$ cat src/rtl/bw_divider_seq_pkg.sv
// Shared widths, limits and FSM encoding for the sequential Baugh-Wooley divider.
package bw_divider_seq_pkg;

  localparam int DW   = 12;
  localparam int VW   = 5;
  localparam int QW   = 7;
  localparam int CW   = $clog2(QW);
  localparam int QLIM = 2 ** (QW - 1);

  typedef enum logic [1:0] {
    IDLE,
    RUN,
    FIX,
    DONE
  } state_t;

endpackage

$ cat src/rtl/bw_divider_seq_step.sv
// One radix-2 restoring iteration on unsigned magnitudes.
module bw_divider_seq_step
  import bw_divider_seq_pkg::*;
(
  input  logic [VW:0]   p,
  input  logic          din,
  input  logic [VW-1:0] vmag,
  output logic [VW:0]   p_next,
  output logic          qbit
);

  logic [VW:0] shifted;
  logic        sub;

  // Shift in the next dividend bit and subtract the divisor when it fits; a bit pushed out of P always fits
  always_comb begin
    shifted = {p[VW-1:0], din};
    sub     = p[VW] | (shifted >= {1'b0, vmag});
    p_next  = sub ? (shifted - {1'b0, vmag}) : shifted;
    qbit    = sub;
  end

endmodule

$ cat src/rtl/bw_divider_seq.sv
// Sequential restoring divider: 12-bit dividend / 5-bit divisor -> 7-bit quotient + 5-bit remainder.
module bw_divider_seq
  import bw_divider_seq_pkg::*;
(
  input  logic          clk,
  input  logic          rst,
  input  logic          start,
  input  logic          T,
  input  logic [DW-1:0] dividend,
  input  logic [VW-1:0] divisor,
  output logic          busy,
  output logic          done,
  output logic [QW-1:0] quotient,
  output logic [VW-1:0] remainder,
  output logic          div_by_zero,
  output logic          overflow
);

  state_t        state, state_next;
  logic [CW-1:0] cnt;
  logic [VW:0]   prem;
  logic [QW-1:0] dlo;
  logic [QW-1:0] qmag;
  logic [VW-1:0] vmag;
  logic          t_r, qneg, rneg, dz, ovf_pre;

  logic          sd, sv;
  logic [DW-1:0] dmag_in;
  logic [VW-1:0] vmag_in;
  logic [VW:0]   p_next;
  logic          qbit;
  logic [QW-1:0] q_fix;
  logic [VW-1:0] r_fix;
  logic          ovf_post, err;

  bw_divider_seq_step u_step (
    .p      (prem),
    .din    (dlo[QW-1]),
    .vmag   (vmag),
    .p_next (p_next),
    .qbit   (qbit)
  );

  // Operand signs and magnitudes as seen on the accept edge; -2048 maps to magnitude 2048 without wrap
  always_comb begin
    sd      = T & dividend[DW-1];
    sv      = T & divisor[VW-1];
    dmag_in = sd ? (-dividend) : dividend;
    vmag_in = sv ? (-divisor) : divisor;
  end

  // Next-state logic: run a fixed number of iterations whatever the operands
  always_comb begin
    state_next = state;
    case (state)
      IDLE:    if (start) state_next = RUN;
      RUN:     if (cnt == '0) state_next = FIX;
      FIX:     state_next = DONE;
      DONE:    state_next = IDLE;
      default: state_next = IDLE;
    endcase
  end

  // State register
  always_ff @(posedge clk) begin
    if (rst) state <= IDLE;
    else     state <= state_next;
  end

  // Latch operands on accept, then shift one quotient bit per RUN cycle
  always_ff @(posedge clk) begin
    if (rst) begin
      cnt     <= '0;
      prem    <= '0;
      dlo     <= '0;
      qmag    <= '0;
      vmag    <= '0;
      t_r     <= 1'b0;
      qneg    <= 1'b0;
      rneg    <= 1'b0;
      dz      <= 1'b0;
      ovf_pre <= 1'b0;
    end else begin
      case (state)
        IDLE: begin
          if (start) begin
            t_r     <= T;
            qneg    <= sd ^ sv;
            rneg    <= sd;
            vmag    <= vmag_in;
            prem    <= {1'b0, dmag_in[DW-1:QW]};
            dlo     <= dmag_in[QW-1:0];
            qmag    <= '0;
            cnt     <= CW'(QW - 1);
            dz      <= (divisor == '0);
            ovf_pre <= (dmag_in[DW-1:QW] >= vmag_in);
          end
        end
        RUN: begin
          prem <= p_next;
          dlo  <= {dlo[QW-2:0], 1'b0};
          qmag <= {qmag[QW-2:0], qbit};
          cnt  <= cnt - 1'b1;
        end
        default: ;
      endcase
    end
  end

  // Sign correction and signed range check applied in FIX (truncating division, remainder follows dividend)
  always_comb begin
    q_fix    = qneg ? (-qmag) : qmag;
    r_fix    = rneg ? (-prem[VW-1:0]) : prem[VW-1:0];
    ovf_post = t_r & (qneg ? (qmag > QW'(QLIM)) : (qmag > QW'(QLIM - 1)));
    err      = dz | ovf_pre | ovf_post;
  end

  // Registered outputs: results change only on the edge that raises done
  always_ff @(posedge clk) begin
    if (rst) begin
      busy        <= 1'b0;
      done        <= 1'b0;
      quotient    <= '0;
      remainder   <= '0;
      div_by_zero <= 1'b0;
      overflow    <= 1'b0;
    end else begin
      busy <= (state_next != IDLE);
      done <= (state == FIX);
      if (state == FIX) begin
        quotient    <= err ? '0 : q_fix;
        remainder   <= err ? '0 : r_fix;
        div_by_zero <= dz;
        overflow    <= ~dz & (ovf_pre | ovf_post);
      end
    end
  end

endmodule
$ cat config.mk
export PLATFORM = sky130hd
export DESIGN_NAME = bw_divider_seq
export DESIGN_NICKNAME = d
export VERILOG_FILES = /design/src/rtl/bw_divider_seq_pkg.sv /design/src/rtl/bw_divider_seq_step.sv /design/src/rtl/bw_divider_seq.sv
export SDC_FILE = /design/constraint.sdc
export NUM_CORES = 1
export LEC_CHECK = 0
export ABC_AREA = 1
export CAP_MARGIN = 20
export CORE_MARGIN = 2
export CORE_UTILIZATION = 55
export CTS_CLUSTER_DIAMETER = 120
export DETAILED_ROUTE_END_ITERATION = 12
export PLACE_DENSITY = 0.85
export SYNTH_ARGS = -nofsm -noshare
export SYNTH_HDL_FRONTEND = slang
export SYNTH_HIERARCHICAL = 1
export SYNTH_SLANG_ARGS = --single-unit
$ cat constraint.sdc
create_clock -name clk -period 4.5 [get_ports clk]
set_clock_uncertainty 0.2 [all_clocks]
set_input_delay 0.45 -clock clk [delete_from_list [all_inputs] [get_ports clk]]
set_output_delay 0.45 -clock clk [all_outputs]
set_load 0.005 [all_outputs]
==> flow_summary.json <==
{
  "ys_ff_latch": 51,
  "firstDrtPassIters": 5,
  "gr-total-overflow": 0,
  "syn-num-nets": 508,
  "tightest_slew_ns": 0.814,
  "synth_area_per_cell_sq_um": 6.76,
  "period_share": 0.609,
  "path_class": "in -> reg",
  "io_pins": 37,
  "slew_violations": 0,
  "relSlewSlack": 0.456,
  "fin_cells": 567,
  "crit_required_ns": 4.46,
  "layout_common_cells": "nand2_1, inv_1, dfxtp_1",
  "start_util": 0.571,
  "cts_setup_buffers": 0,
  "cts_buffers": 5,
  "die_area_sq_um": 6370,
  "cts_tree": "built",
  "place_congestion": 0.914,
  "tns_ns": 0,
  "cts_root_buf": "clkbuf_8",
  "place_area_sq_um": 3510,
  "grtUsageTotal": 0.237,
  "via_count": 3104,
  "cp-start-kind": "input port",
  "die_w_um": 79.8,
  "power_density_nw_per_um2": 381,
  "dp_hpwl_um": 5480,
  "maxCapViolCount": 0,
  "antenna-diode-count": 0,
  "routed_wl_um": 7340,
  "synth_cells": 468,
  "antenna_found_initial": 0,
  "cp.arrival_ns": 2.70,
  "cts_sinks": 51,
  "io_buffers": 36,
  "critPathCaptureType": "register",
  "grt_max_degree": 30,
  "fin_crit_ns": 2.74,
  "area_growth_pct": 14.1,
  "syn_area_sq_um": 3160,
  "rsz0062_at_grt": "false",
  "grt_pass1_vias": 2937,
  "timing.hold.ws_ns": 0.269,
  "power.leakage_nw": 1.54,
  "hold_path_class": "reg -> reg",
  "drive_gt1_frac": 0.0626,
  "core_area_sq_um": 5540,
  "hold_viol_final": 0,
  "fin_util": 0.652,
  "num-fill-cells": 516,
  "cts_resized": 0,
  "vias_per_cell": 5.47,
  "dp.cells": 559,
  "wl_per_cell_um": 12.9,
  "ir_drop_mv": 0.235,
  "synth.yosys.seq_area_share": 0.323,
  "fp-row-count": 27,
  "path_clk_slew_ns": 0.09,
  "yosys_warnings": 6,
  "worst-path-max-fanout": 3,
  "ys_types": 34,
  "drc_errors": 0,
  "status": "finished, final reports clean",
  "cts_max_level": 2,
  "die_h_um": 79.8,
  "grt_pass1_wl_um": 12100,
  "drt_iter0_markers": 180,
  "final_cell_area_sq_um": 3610,
  "ant_nets": 0,
  "clkLatencyLatePin_ns": 0.32,
  "hold_buffers": 0,
  "finalSetupViolations": 0,
  "final_common_cell": "nand2_1",
  "final_nets": 534,
  "fmax_ghz": 0.365,
  "clock_path_buffers": 2
}
## registers in the layout, indices dropped and copies added (netlist names), 2 cells and up
register and flops:
dlo 7, qmag 7, quotient 7, prem 6, remainder 5, vmag 5, cnt 3, state 2
## stage by stage
stage,total power [mW],setup WS [ns]
2_1_floorplan,0.974,2.27
3_3_place_gp,1.07,1.64
3_5_place_dp,1.09,1.47
4_1_cts,1.37,1.80
5_1_grt,1.46,1.68
6_report,1.37,1.76
## layout make-up
cell class                 instances  area (sq um)  share of cell area
timing repair buffer              37           368               0.102
clock inverter                     3          26.3             0.00728
inverter                          60           225              0.0624
sequential                        51          1020               0.283
clock buffer                       5          68.8              0.0191
multi-input combinational        339          1810               0.502
tap                               72          90.1              0.0250
## cell families (layout without fill, tap and decap cells)
logic type,Yosys count,count (layout),share of synthesized area
AND/OR/NAND/NOR,235,235,0.333
AO/OA/AOI/OAI,80,80,0.148
buffers and inverters,78,105,0.105
flip-flops,51,51,0.323
adder cells (fa/ha/maj),19,19,0.0775
XOR/XNOR,5,5,0.0138
## per-layer routing
metal / track usage / up-vias / wire [um]
li1: - / 1582 / -
met1: 0.276 / 1431 / 3240
met2: 0.428 / 76 / 3630
met3: 0.0498 / 15 / 324
met4: 0.0814 / 0 / 142
met5: 0 / - / 0
## report_power, final
| part | internal [mW] | switching (mW) |
|---|---|---|
| clock | 0.115 | 0.170 |
| sequential | 0.500 | 0.0420 |
| combinational | 0.200 | 0.347 |
## worst paths after layout
| check | cells after the start | slack [ns] | start | to |
|---|---|---|---|---|
| hold reg to reg | 2 | 0.27 | dlo[0] | dlo[0] |
| setup reg to reg | 12 | 2.20 | dlo[6] | prem[0] |
| hold / removal | 2 | 0.27 | dlo[0] | dlo[0] |
| setup / recovery | 14 | 1.76 | divisor[0] | ovf_pre |
## critical path, stage by stage
cell             delay, ns
clkdlybuf4s50_1       0.52
inv_1                 0.08
ha_1                  0.21
nand2_1               0.06
nor2_1                0.04
ha_1                  0.26
o21ai_0               0.27
ha_1                  0.32
nand2_1               0.10
inv_1                 0.05
nand4_1               0.07
o2111ai_1             0.13
nand2_1               0.09
a21oi_1               0.06
## cell usage after synthesis, drive strengths merged
cell / count / share of area
nand2: 131 / 0.16
inv: 60 / 0.071
dfxtp: 51 / 0.32
nor2: 46 / 0.071
a21oi: 43 / 0.068
nand3: 40 / 0.065
ha: 18 / 0.071
o21ai: 16 / 0.027
nand4: 12 / 0.024
buf: 11 / 0.025
a22oi: 7 / 0.017
clkbuf: 7 / 0.0083
a31oi: 6 / 0.012
xor2: 4 / 0.011
nand3b: 3 / 0.0071
nor3: 3 / 0.0047
a221oi: 2 / 0.0095
a211oi: 1 / 0.0024
a21boi: 1 / 0.0036
fa: 1 / 0.0063
o2111ai: 1 / 0.0028
o211ai: 1 / 0.0024
o21bai: 1 / 0.0024
o31ai: 1 / 0.0024
xnor2: 1 / 0.0028
Power figures use the tool's default switching activity.
